### config.mk
export PLATFORM = sky130hd
export DESIGN_NAME = fifo_write_arbiter
export DESIGN_NICKNAME = d
export VERILOG_FILES = /design/src/rtl/fifo_write_arbiter_rr_pick.sv /design/src/rtl/fifo_write_arbiter.sv
export SDC_FILE = /design/constraint.sdc
export NUM_CORES = 1
export LEC_CHECK = 0
export BUFFER_PORTS_ARGS = -buffer_cell sky130_fd_sc_hd__buf_4
export CAP_MARGIN = 20
export CORE_AREA = 2 2 47 49
export CTS_BUF_LIST = sky130_fd_sc_hd__clkbuf_2 sky130_fd_sc_hd__clkbuf_4 sky130_fd_sc_hd__clkbuf_8
export DETAILED_ROUTE_END_ITERATION = 7
export DIE_AREA = 0 0 49 51
export PLACE_DENSITY = 0.91
export SYNTH_ARGS = -nofsm -noshare
export SYNTH_HDL_FRONTEND = slang
export SYNTH_SLANG_ARGS = --single-unit
### constraint.sdc
create_clock -name clk -period 2.1 [get_ports clk]
set_clock_uncertainty 0.1 [all_clocks]
set_input_delay 0.105 -clock clk [delete_from_list [all_inputs] [get_ports clk]]
set_output_delay 0.105 -clock clk [all_outputs]
set_load 0.1 [all_outputs]
### src/rtl/fifo_write_arbiter_rr_pick.sv
// Round-robin picker: finds the first valid requester strictly after `last`,
// wrapping modulo N. Purely combinational so it can also serve a read scheduler.
module rr_pick #(
    parameter int N  = 4,
    parameter int IW = (N > 1) ? $clog2(N) : 1
) (
    input  logic [N-1:0]  valid,
    input  logic [IW-1:0] last,
    output logic          found,
    output logic [IW-1:0] idx
);

    // cand[gi] is the requester with priority rank gi (rank 0 is highest).
    logic [IW-1:0] cand [N];

    for (genvar gi = 0; gi < N; gi++) begin : g_cand
        assign cand[gi] = IW'((int'(last) + gi + 1) % N);
    end

    // Walk ranks from lowest to highest so the highest-ranked hit is written last.
    always_comb begin
        found = 1'b0;
        idx   = '0;
        for (int k = N - 1; k >= 0; k--) begin
            if (valid[cand[k]]) begin
                found = 1'b1;
                idx   = cand[k];
            end
        end
    end

endmodule

### src/rtl/fifo_write_arbiter.sv
// Shares one fifo write port among NUM_REQ valid/ready producers with
// round-robin grants of at most BURST_LEN beats each.
module fifo_write_arbiter #(
    parameter int NUM_REQ    = 4,
    parameter int DATA_WIDTH = 8,
    parameter int BURST_LEN  = 4
) (
    input  logic                          clk,
    input  logic                          reset,
    input  logic [NUM_REQ-1:0]            req_valid,
    input  logic [NUM_REQ*DATA_WIDTH-1:0] req_data,
    output logic [NUM_REQ-1:0]            req_ready,
    output logic                          fifo_write_en,
    output logic [DATA_WIDTH-1:0]         fifo_write_data,
    input  logic                          fifo_full,
    output logic                          grant_valid,
    output logic [((NUM_REQ > 1) ? $clog2(NUM_REQ) : 1)-1:0] grant_id
);

    localparam int IW = (NUM_REQ > 1) ? $clog2(NUM_REQ) : 1;
    localparam int CW = $clog2(BURST_LEN + 1);
    localparam logic [CW-1:0] LAST_BEAT = CW'(BURST_LEN - 1);

    typedef enum logic {
        ARB = 1'b0,
        OWN = 1'b1
    } state_t;

    state_t          state_reg, state_next;
    logic [IW-1:0]   owner_reg, owner_next;
    logic [IW-1:0]   last_owner_reg, last_owner_next;
    logic [CW-1:0]   beat_cnt_reg, beat_cnt_next;

    logic [DATA_WIDTH-1:0] data_arr [NUM_REQ];
    logic                  pick_found;
    logic [IW-1:0]         pick_idx;
    logic                  owner_valid;
    logic                  transfer;

    for (genvar gi = 0; gi < NUM_REQ; gi++) begin : g_unpack
        assign data_arr[gi] = req_data[gi*DATA_WIDTH +: DATA_WIDTH];
    end

    rr_pick #(
        .N  (NUM_REQ),
        .IW (IW)
    ) u_pick (
        .valid (req_valid),
        .last  (last_owner_reg),
        .found (pick_found),
        .idx   (pick_idx)
    );

    // last_owner resets to the top index so requester 0 wins the first search.
    always_ff @(posedge clk or negedge reset) begin
        if (!reset) begin
            state_reg      <= ARB;
            owner_reg      <= '0;
            last_owner_reg <= IW'(NUM_REQ - 1);
            beat_cnt_reg   <= '0;
        end else begin
            state_reg      <= state_next;
            owner_reg      <= owner_next;
            last_owner_reg <= last_owner_next;
            beat_cnt_reg   <= beat_cnt_next;
        end
    end

    always_comb begin
        state_next      = state_reg;
        owner_next      = owner_reg;
        last_owner_next = last_owner_reg;
        beat_cnt_next   = beat_cnt_reg;
        req_ready       = '0;
        fifo_write_en   = 1'b0;
        fifo_write_data = '0;
        grant_valid     = 1'b0;
        grant_id        = '0;
        owner_valid     = req_valid[owner_reg];
        transfer        = 1'b0;

        case (state_reg)
            ARB: begin
                if (pick_found) begin
                    owner_next    = pick_idx;
                    beat_cnt_next = '0;
                    state_next    = OWN;
                end
            end
            OWN: begin
                grant_valid          = 1'b1;
                grant_id             = owner_reg;
                req_ready[owner_reg] = !fifo_full;
                transfer             = owner_valid && !fifo_full;
                fifo_write_en        = transfer;
                fifo_write_data      = data_arr[owner_reg];
                // A full fifo stalls the burst without consuming a beat.
                if (!owner_valid || (transfer && beat_cnt_reg == LAST_BEAT)) begin
                    state_next      = ARB;
                    last_owner_next = owner_reg;
                    beat_cnt_next   = '0;
                end else if (transfer) begin
                    beat_cnt_next = beat_cnt_reg + 1'b1;
                end
            end
            default: state_next = ARB;
        endcase
    end

endmodule

# Yosys cells after proc, flatten, opt, wreduce, memory -nomap -nowiden
# Cells that the tools add are included.
totals:
  in_bits: 39
  ff_bits: 8
classes:
  bitwise: 3
  n_mux: 35
  addsub: 7
  reduce_logical: 9
  eq_ne: 3
  magnitude_cmp: 7
ops:
  columns: ["cell", "count"]
  rows:
  - ["8-bit two-way mux", 3]
  - ["8-bit binary-select mux with 2-bit select", 1]
  - ["2-bit by 3-bit < comparator with 1-bit output, second input constant", 5]
  - ["1-bit two-way mux", 14]
  - ["2-bit adder, second input constant", 5]
  - ["1-bit binary-select mux with 2-bit select", 5]
  - ["2-bit two-way mux", 5]
  - ["3-bit two-way mux", 3]
  - ["3-bit case mux with 2 select lines", 1]
  - ["2-bit AND reduction", 3]
  - ["4-bit bitwise AND", 1]
  - ["4-bit two-way mux", 1]
  - ["3-bit by 1-bit adder with 3-bit output, second input constant", 1]
  - ["3-bit by 2-bit equality test with 1-bit output, second input constant", 1]
  - ["3-bit greater-or-equal comparator, second input constant", 1]
  - ["1-bit logical AND", 3]
  - ["3-bit by 1-bit != test with 1-bit output, second input constant", 1]
  - ["2-bit inverter with 3-bit output", 1]
  - ["2-bit by 1-bit adder with 2-bit output, second input constant", 1]
  - ["1-bit demux with 2-bit select", 1]
  - ["2-bit by 1-bit greater-or-equal comparator with 1-bit output, second input constant", 1]
  - ["1-bit logical NOT", 2]
  - ["2-bit != test, second input constant", 1]
  - ["1-bit case mux with 2 select lines", 1]
  - ["2 further kinds", 2]

# Longest topological paths before layout
# Gate-level depths: netlist (run 1).
depth:
  word_depth: 10
  ltp_mapped: 6

# By module
# Synthesis (run 1) repeated with hierarchy kept, for this count alone.
hier_totals:
  hier_cells: 81
  hier_area_um2: 842.1
by_module_without_submodules:
  columns: ["module", "seq_area_each_um2", "instances", "area_each_um2", "cells_each"]
  rows:
  - ["fifo_write_arbiter", 202.7, 1, 758.2, 67]
  - ["rr_pick", 0.0, 1, 83.8, 14]

# Least setup slack after synthesis (run 1)
# No wires, ideal clock.
synth_timing:
  path_type: "register -> output"
  start: "register state_reg"
  end: "output port req_ready[1]"
  path_buffers: 0
  path_stages_with_launch: 3
  path_slack_ps: -1517
  t_arrival_ps: 3412
  cell_sequence: "dfrtp_1 nand2b_1 nor3b_1"
synth_via:
  elab_chain_cells: 1
synth_lines:
  columns: ["element", "line_no", "rtl"]
  rows:
  - ["start, declared", "fifo_write_arbiter.sv:29", "state_t state_reg, state_next;"]
  - ["start signal, assigned", "fifo_write_arbiter.sv:62", "state_reg <= state_next;"]
  - ["4-bit two-way mux", "fifo_write_arbiter.sv:82", "case (state_reg)"]
  - ["end, declared", "fifo_write_arbiter.sv:12", "output logic [NUM_REQ-1:0] req_ready,"]
# Every way passes these cells.

# Worst setup path in the final report (run 1)
layout_timing:
  start: "register owner_reg[0]"
  end: "output port fifo_write_data[5]"
layout_via:
  elab_chain_cells: 5
layout_lines:
  columns: ["element", "line_no", "rtl"]
  rows:
  - ["start, declared", "fifo_write_arbiter.sv:30", "logic [IW-1:0] owner_reg, owner_next;"]
  - ["start signal, assigned", "fifo_write_arbiter.sv:63", "owner_reg <= owner_next;"]
  - ["2-bit inverter with 3-bit output (not written as such)", "fifo_write_arbiter.sv:96", "fifo_write_data = data_arr[owner_reg];"]
  - ["8-bit binary-select mux with 2-bit select", "fifo_write_arbiter.sv:96", null]
  - ["8-bit two-way mux (not written as such) (2 in series)", "fifo_write_arbiter.sv:96", null]
  - ["8-bit two-way mux", "fifo_write_arbiter.sv:82", null]
  - ["end, declared", "fifo_write_arbiter.sv:14", "output logic [DATA_WIDTH-1:0] fifo_write_data,"]
# Every way passes these cells. The select of a mux whose other input is x is not followed.

==> results_dict.tcl, run 1 <==
set metrics [dict create \
    ctsRootBufferMaster "sky130_fd_sc_hd__clkbuf_4" \
    cp_data_arrival_time_ns 1.77 \
    use_met1_pct 20.1 \
    largest_net_degree_at_the_start_of_global_routing 23 \
    cts.sinks 8 \
    drv_cap 0 \
    critPathKind "flip-flop to output port" \
    post-route-drc-count 0 \
    postSynthNetCount 116 \
    detailedRoute.firstIterationViolations 18 \
    synth.largest_area_cell "sky130_fd_sc_hd__dfrtp_1" \
    worst_setup_hold_path_clk_slew_ns 0.06 \
    yosys.cell_types.count 32 \
    totalWireLength_um 2150 \
    final_weighted_congestion_in_routability_driven_placement 0.709 \
    cts_made_buffers 3 \
    synthFlopType "sky130_fd_sc_hd__dfrtp_1" \
    core_area_mm2 0.00206 \
    die-area_mm2 0.00250 \
    netlist.area_leader.share_pct 18.7 \
    route.detailed.vias_per_inst 5.35 \
    status "finished, final reports clean" \
    relSlewSlack_pct 75.3 \
    wl_per_cell_um 13.2 \
    hold_viol_final 0 \
    placement_rows 17 \
    crit_path_end_kind "output port" \
    setup_tns_ns 0 \
    worstSkewPairLatency_ns 0.27 \
    finalCritPeriodShare_pct 94.1 \
    groute.layer.met3.usage_pct 5.26 \
    edff_count_synth 0 \
    number_of_h_tree_levels 1 \
    start_kind "flip-flop" \
    wire_length_of_the_first_global_routing_pass_um 3420 \
    num-fill-cells 155 \
    groute.usage.overall_pct 17.6 \
    chipWidth_um 49 \
    synth_cells 75 \
    crit_path_max_fanout 8 \
    grt_setup_unrepaired "false" \
    drive_above_1_share_pct 69.4 \
    seq_area_frac_synth_pct 25.2 \
    grt_pass1_vias 754 \
    syn_avg_cell_area_um2 10.7 \
    drt-pass1-iter-count 4 \
    die-height_um 51 \
    area_growth_syn_to_layout_pct 69.9 \
    layout.nets 176 \
    antenna_cells_inserted 0 \
    detailroute.via_count 866 \
    slowest_stage "sky130_fd_sc_hd__mux4_2" \
    syn-cell-area_um2 803 \
    worst_pin_slew_ns 0.370 \
    grt_use_met2_pct 31.7 \
    hold_path.class "primary input to asynchronous set/reset pin" \
    post_synth_top_cells "sky130_fd_sc_hd__and2_1, sky130_fd_sc_hd__dfrtp_1, sky130_fd_sc_hd__mux4_2" \
    port_buffer_count 54 \
    critical-path-max-stage-delay_ns 0.49 \
    cts-root-to-sink-buffers 2 \
    async_reset_ff_share_pct 100 \
    grt-busiest-layer "met2" \
    floorplan.initialDensity_pct 38.9 \
    largest_reg_flops 3 \
    ys_seq_elements 8 \
    maxClockFrequency_mhz 506 \
    synthMostInstantiatedCell "sky130_fd_sc_hd__and2_1" \
    crit_path_cell_trace "buf_6 -> mux4_2 -> and2_2 -> buf_4" \
    timing.final.max_slew_violations 0 \
    grt_remaining_overflow 0 \
    floorplan.io_pins 55 \
    worst-endpoint-required_ns 1.89 \
    drt.antenna.violating_nets 0 \
    synthesis.yosys.warnings 0 \
    final-setup-viol-count 0 \
    initial_antenna_violation_count 0 \
    min_period_ns 1.98 \
    ys_top_cells_by_area "sky130_fd_sc_hd__dfrtp_1, sky130_fd_sc_hd__mux4_2, sky130_fd_sc_hd__mux4_1" \
    dp_hpwl_um 1690 \
    cts_tree "built" \
]
[cell type report]
class                           count  area [um^2]  area share [%]
Tap cell                           28         35.0            2.57
Clock buffer                        4         30.0            2.20
Inverter                            4         15.0            1.10
Multi-Input combinational cell     57          603            44.2
Timing Repair Buffer               61          477            34.9
Sequential cell                     8          205            15.0
[path summary, 6_finish.rpt]
check	slack (ns)	startpoint	to	cells past startpoint
min in group clk	0.11	req_valid[3]	owner_reg[1]$_DFFE_PN0P_	3
hold reg to reg	0.42	beat_cnt_reg[2]$_DFFE_PN0P_	beat_cnt_reg[2]$_DFFE_PN0P_	1
hold / removal	0.07	reset	beat_cnt_reg[1]$_DFFE_PN0P_	2
setup / recovery	0.12	owner_reg[0]$_DFFE_PN0P_	fifo_write_data[5]	4
setup reg to reg	0.30	owner_reg[0]$_DFFE_PN0P_	beat_cnt_reg[0]$_DFFE_PN0P_	5
max in group asynchronous	1.60	reset	last_owner_reg[1]$_DFFE_PN1P_	2
[worst max-delay path: cells and delay by family (launching register included)]
family,cells,cell delay (ns)
buf+inv,2,0.40
mux,1,0.49
flops,1,0.42
simple gates,1,0.20
[logic make-up after synthesis]
kind of cell               share of synthesized area [%]
AOI/OAI and AO/OA                                   11.1
adders and majority gates                           3.11
buffers and inverters                               5.76
DFF                                                 25.2
muxes                                               33.5
and+or+nand+nor                                     21.3
[cell usage in the layout, fill, tap and decap left out]
cell,count
sky130_fd_sc_hd__nand3_1,1
sky130_fd_sc_hd__mux2i_1,1
sky130_fd_sc_hd__nand3_2,1
sky130_fd_sc_hd__nor4_1,1
sky130_fd_sc_hd__o21ai_0,3
sky130_fd_sc_hd__dfrtp_1,4
sky130_fd_sc_hd__nand2b_1,3
sky130_fd_sc_hd__dfrtp_2,2
sky130_fd_sc_hd__clkbuf_4,4
sky130_fd_sc_hd__mux4_2,6
sky130_fd_sc_hd__nor3_4,1
sky130_fd_sc_hd__a22o_1,2
sky130_fd_sc_hd__dfstp_2,2
sky130_fd_sc_hd__nor2b_2,1
sky130_fd_sc_hd__mux4_1,3
sky130_fd_sc_hd__ha_1,2
sky130_fd_sc_hd__o21a_1,1
sky130_fd_sc_hd__and4b_1,1
sky130_fd_sc_hd__a31oi_1,1
sky130_fd_sc_hd__nor3b_4,2
sky130_fd_sc_hd__nand2_1,3
sky130_fd_sc_hd__buf_4,58
sky130_fd_sc_hd__dlygate4sd3_1,1
sky130_fd_sc_hd__buf_12,1
sky130_fd_sc_hd__and2_2,10
sky130_fd_sc_hd__o41a_1,1
sky130_fd_sc_hd__a21oi_1,2
sky130_fd_sc_hd__mux2_4,3
sky130_fd_sc_hd__inv_1,4
sky130_fd_sc_hd__o31ai_1,1
sky130_fd_sc_hd__o21bai_1,1
sky130_fd_sc_hd__o22ai_1,1
sky130_fd_sc_hd__nor2_1,4
sky130_fd_sc_hd__nand2_2,1
sky130_fd_sc_hd__buf_6,1
[through the flow]
stage | cell area, um^2 | utilization (%) | setup slack (ns) | cells | hold slack (ns)
floorplan | 853 | - | 0.0192 | 75 | -0.291
global route | 1370 | 66.2 | 0.0519 | 162 | 0.0791
finish | 1370 | 66.2 | 0.123 | 162 | 0.0739
detailed placement | 1280 | 62.3 | 0.187 | 154 | -0.172
CTS | 1330 | 64.5 | 0.0430 | 159 | 0.0782
global placement | 1280 | 62.3 | 0.210 | 154 | -0.176
[layer usage]
| metal | wire length [um] | part of all wire (%) | up-vias |
|---|---|---|---|
| met1 | 928 | 43 | 411 |
| met3 | 193 | 9.0 | 3 |
| met4 | 28 | 1.3 | 0 |
| li1 | - | - | 401 |
| met2 | 994 | 46 | 51 |
| met5 | 0 | 0 | - |
[repair_timing]
item	CTS	global route
endpoints found under the setup margin	4	4
hold endpoints to repair	8	0
buffers inserted	0	3
hold buffers	1	0
gates resized for setup	2	0
Power of run 1 is left out: the tool's default activity adds up to more than one toggle a clock period on the data nets, which glitch-free logic cannot reach.
==> run 2, diff against run 1 <==
--- a/config.mk
+++ b/config.mk
@@ -5,13 +5,14 @@
 export SDC_FILE = /design/constraint.sdc
 export NUM_CORES = 1
 export LEC_CHECK = 0
+export ABC_AREA = 1
 export BUFFER_PORTS_ARGS = -buffer_cell sky130_fd_sc_hd__buf_4
 export CAP_MARGIN = 20
-export CORE_AREA = 2 2 47 49
+export CORE_AREA = 2 2 50 52
 export CTS_BUF_LIST = sky130_fd_sc_hd__clkbuf_2 sky130_fd_sc_hd__clkbuf_4 sky130_fd_sc_hd__clkbuf_8
 export DETAILED_ROUTE_END_ITERATION = 7
-export DIE_AREA = 0 0 49 51
-export PLACE_DENSITY = 0.91
+export DIE_AREA = 0 0 52 54
+export PLACE_DENSITY = 0.9
 export SYNTH_ARGS = -nofsm -noshare
 export SYNTH_HDL_FRONTEND = slang
 export SYNTH_SLANG_ARGS = --single-unit
==> run 2 against run 1 <==
  * Routed wire length increased by 33%
  * Critical path depth increased by 2
  * Sequential share of layout area decreased by 1.9 points
  * Worst hold slack improved by 0.022 ns
  * Via count increased by 36%
  * Synthesized cell count increased by 96%
  * Die area increased by 12%
  * Non-clock buffer count decreased by 5
  * Synthesized area increased by 19%
  * Setup slack got worse by 0.0014 ns
  * Core utilization increased by 2.5 points
  * Critical endpoint is now fifo_write_en
  * Largest cell class unchanged
  * Highest routed layer unchanged
==> results_dict.tcl, run 2 <==
set metrics [dict create \
    slowest_stage "sky130_fd_sc_hd__dfrtp_2" \
    layout.cell_area.non_filler_mm2 0.00159 \
    dpl-instance-area_mm2 0.00155 \
    synth.largest_area_cell "sky130_fd_sc_hd__nand2_1" \
    wl_per_cell_um 12.2 \
    floorplan.io_pins 55 \
    largest_reg_flops 3 \
    grt_remaining_overflow 0 \
    cts_made_buffers 3 \
    final_weighted_congestion_in_routability_driven_placement 0.802 \
    setup_tns_ns 0 \
    post_synth_top_cells "sky130_fd_sc_hd__nand2_1, sky130_fd_sc_hd__inv_1, sky130_fd_sc_hd__nand3_1" \
    worst_setup_hold_path_clk_slew_ns 0.06 \
    initial_antenna_violation_count 0 \
    floorplan.initialDensity_pct 41.2 \
    crit_buf_inv 1 \
    cts_tree "built" \
    dp_hpwl_um 2440 \
    num-fill-cells 181 \
    edff_count_synth 0 \
    post-route-drc-count 0 \
    synth_cells 147 \
    synthesis.yosys.warnings 0 \
    ys_seq_elements 8 \
    route.detailed.vias_per_inst 5.03 \
    synthMostInstantiatedCell "sky130_fd_sc_hd__nand2_1" \
    postSynthNetCount 188 \
    worstSkewPairLatency_ns 0.26 \
    syn-cell-area_um2 955 \
    layout_common_cells "sky130_fd_sc_hd__nand2_1, sky130_fd_sc_hd__buf_4, sky130_fd_sc_hd__inv_1" \
    ctsRootBufferMaster "sky130_fd_sc_hd__clkbuf_4" \
    netlist.area_leader.share_pct 22.8 \
    cts.sinks 8 \
    most_frequent_standard_cell_in_the_layout_excluding_fill_and_tap_cells "sky130_fd_sc_hd__nand2_1" \
    chipWidth_um 52 \
    drive_above_1_share_pct 48.0 \
    wire_length_of_the_first_global_routing_pass_um 4610 \
    r2r_end "owner_reg[1]$_DFFE_PN0P_" \
    timing.final.max_slew_violations 0 \
    worst-r2r-cell-count 5 \
    status "finished, final reports clean" \
    totalWireLength_um 2850 \
    final-setup-viol-count 0 \
    finalCritPeriodShare_pct 94.2 \
    crit_path_cell_trace "nor2_4 -> nand2_4 -> nand4_4 -> nand2_1 -> nor2_4 -> buf_4" \
    maxClockFrequency_mhz 505 \
    drt-pass1-iter-count 5 \
    antenna_cells_inserted 0 \
    synthFlopType "sky130_fd_sc_hd__dfrtp_1" \
    largest_net_degree_at_the_start_of_global_routing 11 \
    detailroute.via_count 1176 \
    hold_viol_final 0 \
    crit-reg2reg-launch "state_reg$_DFF_PN0_" \
    yosys.cell_types.count 25 \
    area_growth_syn_to_layout_pct 66.8 \
    min_period_ns 1.98 \
    groute.usage.overall_pct 21.6 \
    number_of_h_tree_levels 1 \
    drt.antenna.violating_nets 0 \
    cp_common_cell "sky130_fd_sc_hd__nor2_4" \
    cp_data_arrival_time_ns 1.77 \
    worst_pin_slew_ns 0.445 \
    port_buffer_count 54 \
    placement_rows 18 \
    crit_path_max_fanout 9 \
    seq_area_frac_synth_pct 21.2 \
    critical-path-max-stage-delay_ns 0.54 \
    die-area_mm2 0.00281 \
    cts-root-to-sink-buffers 2 \
    layout.nets 246 \
    drv_cap 0 \
    grt_pass1_vias 1135 \
    async_reset_ff_share_pct 100 \
    finish.utilization_pct 68.7 \
    hold_path.class "primary input to asynchronous set/reset pin" \
    crit_path_end_kind "output port" \
    setup.reg_to_reg.worst_slack_ns 0.48 \
    timing.hold.ws_ns 0.0960 \
    die-height_um 54 \
    detailedRoute.firstIterationViolations 9 \
    critical_path.top_delay_family "simple AND/OR/NAND/NOR gates" \
    critPathKind "flip-flop to output port" \
    start_kind "flip-flop" \
    worst-endpoint-required_ns 1.89 \
    relSlewSlack_pct 70.3 \
    grt_setup_unrepaired "false" \
    ys_top_cells_by_area "sky130_fd_sc_hd__nand2_1, sky130_fd_sc_hd__dfrtp_1, sky130_fd_sc_hd__a22oi_1" \
    syn_avg_cell_area_um2 6.49 \
    core_area_mm2 0.00232 \
]
## run 2: final cells by class
type	instances	area [um^2]	area share, %
clock buffers	4	30.0	1.89
inverters	20	85.1	5.34
multi-input cells	116	808	50.7
flip-flops and latches	8	209	13.1
well taps	30	37.5	2.36
repair buffers	56	423	26.6
## run 2: timing repair
action                                  4_1_cts  5_1_grt
gates resized for setup                       1        1
setup buffers                                 0        0
hold endpoints to repair                      8        0
endpoints found under the setup margin        2        1
hold buffers                                  1        0
## run 2: logic make-up after synthesis
logic type               share of synthesized area [%]
AND/OR/NAND/NOR                                   49.8
AO/OA/AOI/OAI                                     14.5
adder cells (fa/ha/maj)                           2.62
buffers and inverters                             11.8
flip-flops                                        21.2
## run 2: per-stage QoR
| step | cells | setup WS, ns |
|---|---|---|
| 6_report | 234 | 0.122 |
| 5_1_grt | 234 | 0.0396 |
| 4_1_cts | 234 | 0.0298 |
| 3_5_place_dp | 229 | 0.219 |
| 3_3_place_gp | 229 | 0.264 |
| 2_1_floorplan | 147 | 0.106 |
## run 2: how the worst max path moves through the flow
stage	endpoint	startpoint	depth (start not counted)
after global routing	fifo_write_en	owner_reg[1]$_DFFE_PN0P_	6
final	fifo_write_en	owner_reg[1]$_DFFE_PN0P_	6
after CTS	fifo_write_en	owner_reg[0]$_DFFE_PN0P_	7
after global placement	fifo_write_en	owner_reg[1]$_DFFE_PN0P_	7
after detailed placement	fifo_write_en	owner_reg[1]$_DFFE_PN0P_	7
after floorplan	req_ready[0]	state_reg$_DFF_PN0_	2
## run 2: metal layers
metal	global-route usage (%)	vias to the layer above	share of wire [%]
met2	44.5	44	55
met1	22.0	540	36
met3	3.89	2	9.1
met4	5.26	0	0.18
li1	-	590	-
met5	0	-	0
Power of run 2 is left out for the same reason.
==> run 3, diff against run 2 <==
--- a/config.mk
+++ b/config.mk
@@ -6,12 +6,12 @@
 export NUM_CORES = 1
 export LEC_CHECK = 0
 export ABC_AREA = 1
-export BUFFER_PORTS_ARGS = -buffer_cell sky130_fd_sc_hd__buf_4
+export BUFFER_PORTS_ARGS = -buffer_cell sky130_fd_sc_hd__buf_2
 export CAP_MARGIN = 20
-export CORE_AREA = 2 2 50 52
+export CORE_AREA = 4 4 52 54
 export CTS_BUF_LIST = sky130_fd_sc_hd__clkbuf_2 sky130_fd_sc_hd__clkbuf_4 sky130_fd_sc_hd__clkbuf_8
 export DETAILED_ROUTE_END_ITERATION = 7
-export DIE_AREA = 0 0 52 54
+export DIE_AREA = 0 0 56 58
 export PLACE_DENSITY = 0.9
 export SYNTH_ARGS = -nofsm -noshare
 export SYNTH_HDL_FRONTEND = slang
==> run 3 against run 2 <==
  * Die area grew 16%
  * Setup slack gained 0.043 ns
  * Non-clock buffer count is the same
  * Cell area shrank 0.16%
  * Via count grew 1.3%
  * Sequential cell count is the same
  * Routed wire length grew 13%
  * Critical path type unchanged
  * Highest routed layer unchanged
==> results_dict.tcl, run 3 (synthesized netlist as in run 2, its figures left out) <==
set metrics [dict create \
    die-height_um 58 \
    grt_remaining_overflow 0 \
    setup.reg_to_reg.worst_slack_ns 0.46 \
    chipWidth_um 56 \
    drt-pass1-iter-count 4 \
    min_period_ns 1.94 \
    grt_setup_unrepaired "false" \
    detailedRoute.firstIterationViolations 15 \
    hold_path.class "primary input to asynchronous set/reset pin" \
    cts.sinks 8 \
    area_growth_syn_to_layout_pct 66.6 \
    detailroute.via_count 1191 \
    route.detailed.vias_per_inst 5.13 \
    worst-endpoint-required_ns 1.89 \
    layout.nets 246 \
    groute.usage.overall_pct 20.3 \
    cts.repair_timing.setup_buffer_count 0 \
    worst_setup_hold_path_clk_slew_ns 0.06 \
    core_area_mm2 0.00221 \
    timing.final.max_slew_violations 0 \
    worst_pin_slew_ns 0.489 \
    wire_length_of_the_first_global_routing_pass_um 5240 \
    cp_data_arrival_time_ns 1.73 \
    layout_common_cells "sky130_fd_sc_hd__nand2_1, sky130_fd_sc_hd__buf_2, sky130_fd_sc_hd__inv_1" \
    finalCritPeriodShare_pct 92.2 \
    post-route-drc-count 0 \
    final-setup-viol-count 0 \
    ctsRootBufferMaster "sky130_fd_sc_hd__clkbuf_4" \
    antenna_cells_inserted 0 \
    drt.antenna.violating_nets 0 \
    relSlewSlack_pct 67.6 \
    hold_viol_final 0 \
    final_weighted_congestion_in_routability_driven_placement 0.890 \
    initial_antenna_violation_count 0 \
    wl_per_cell_um 13.8 \
    start_kind "flip-flop" \
    num-fill-cells 178 \
    crit_path_max_fanout 9 \
    most_frequent_standard_cell_in_the_layout_excluding_fill_and_tap_cells "sky130_fd_sc_hd__nand2_1" \
    timing.hold.ws_ns 0.109 \
    dp_hpwl_um 2760 \
    totalWireLength_um 3210 \
    worstSkewPairLatency_ns 0.26 \
    crit_path_end_kind "output port" \
    placement_rows 17 \
    port_buffer_count 54 \
    drive_above_1_share_pct 48.0 \
    cts_tree "built" \
    floorplan.initialDensity_pct 43.2 \
    setup_tns_ns 0 \
    status "finished, final reports clean" \
    drv_cap 0 \
    die-area_mm2 0.00325 \
    floorplan.io_pins 55 \
    largest_reg_flops 3 \
    cts-root-to-sink-buffers 2 \
    cts_made_buffers 3 \
    maxClockFrequency_mhz 517 \
    grt_pass1_vias 1163 \
    largest_net_degree_at_the_start_of_global_routing 11 \
    critPathKind "flip-flop to output port" \
    number_of_h_tree_levels 1 \
]
run 3: worst max-delay path, stage by stage, from the launching register on:
cell,delay [ns]
sky130_fd_sc_hd__dfrtp_2,0.55
sky130_fd_sc_hd__nor2_4,0.31
sky130_fd_sc_hd__nand2_4,0.08
sky130_fd_sc_hd__nand4_4,0.13
sky130_fd_sc_hd__nand2_1,0.10
sky130_fd_sc_hd__nor2_4,0.11
sky130_fd_sc_hd__buf_12,0.18
run 3: repair_timing:
action | in CTS | in global routing
gates resized for setup | 1 | 1
setup endpoints to repair | 2 | 1
endpoints found under the hold margin | 8 | 0
hold buffers | 1 | 0
run 3: area by class of cell:
cell class	instances	area, um^2	share of cell area (%)
Sequential cell	8	209	13.1
Inverter	20	85.1	5.35
Timing Repair Buffer	56	423	26.6
Multi-Input combinational cell	116	808	50.8
Tap cell	28	35.0	2.20
Clock buffer	4	30.0	1.89
run 3: through the flow:
stage	util [%]	worst slack, ns	instances	instance area (um^2)
2_1_floorplan	-	0.106	147	1130
3_3_place_gp	70.0	0.328	227	1550
3_5_place_dp	70.0	0.251	227	1550
4_1_cts	71.8	0.0379	232	1590
5_1_grt	71.9	0.118	232	1590
6_report	71.9	0.164	232	1590
run 3: final timing paths:
kind | startpoint | endpoint | depth (start not counted)
max | owner_reg[1]$_DFFE_PN0P_ | fifo_write_en | 6
min in group clk | fifo_full | beat_cnt_reg[0]$_DFFE_PN0P_ | 5
min reg2reg | last_owner_reg[1]$_DFFE_PN1P_ | last_owner_reg[1]$_DFFE_PN1P_ | 2
max reg2reg | owner_reg[1]$_DFFE_PN0P_ | beat_cnt_reg[1]$_DFFE_PN0P_ | 8
min | reset | beat_cnt_reg[0]$_DFFE_PN0P_ | 2
max in group asynchronous | reset | last_owner_reg[1]$_DFFE_PN1P_ | 2
run 3: metal layers:
layer / vias to the layer above / part of all wire [%] / track usage (%)
met5: - / 0 / 0
met4: 0 / 4.1 / 10.8
met2: 40 / 53 / 36.7
met1: 544 / 40 / 24.5
li1: 595 / - / -
met3: 12 / 3.2 / 0.223
Power of run 3 is left out for the same reason.
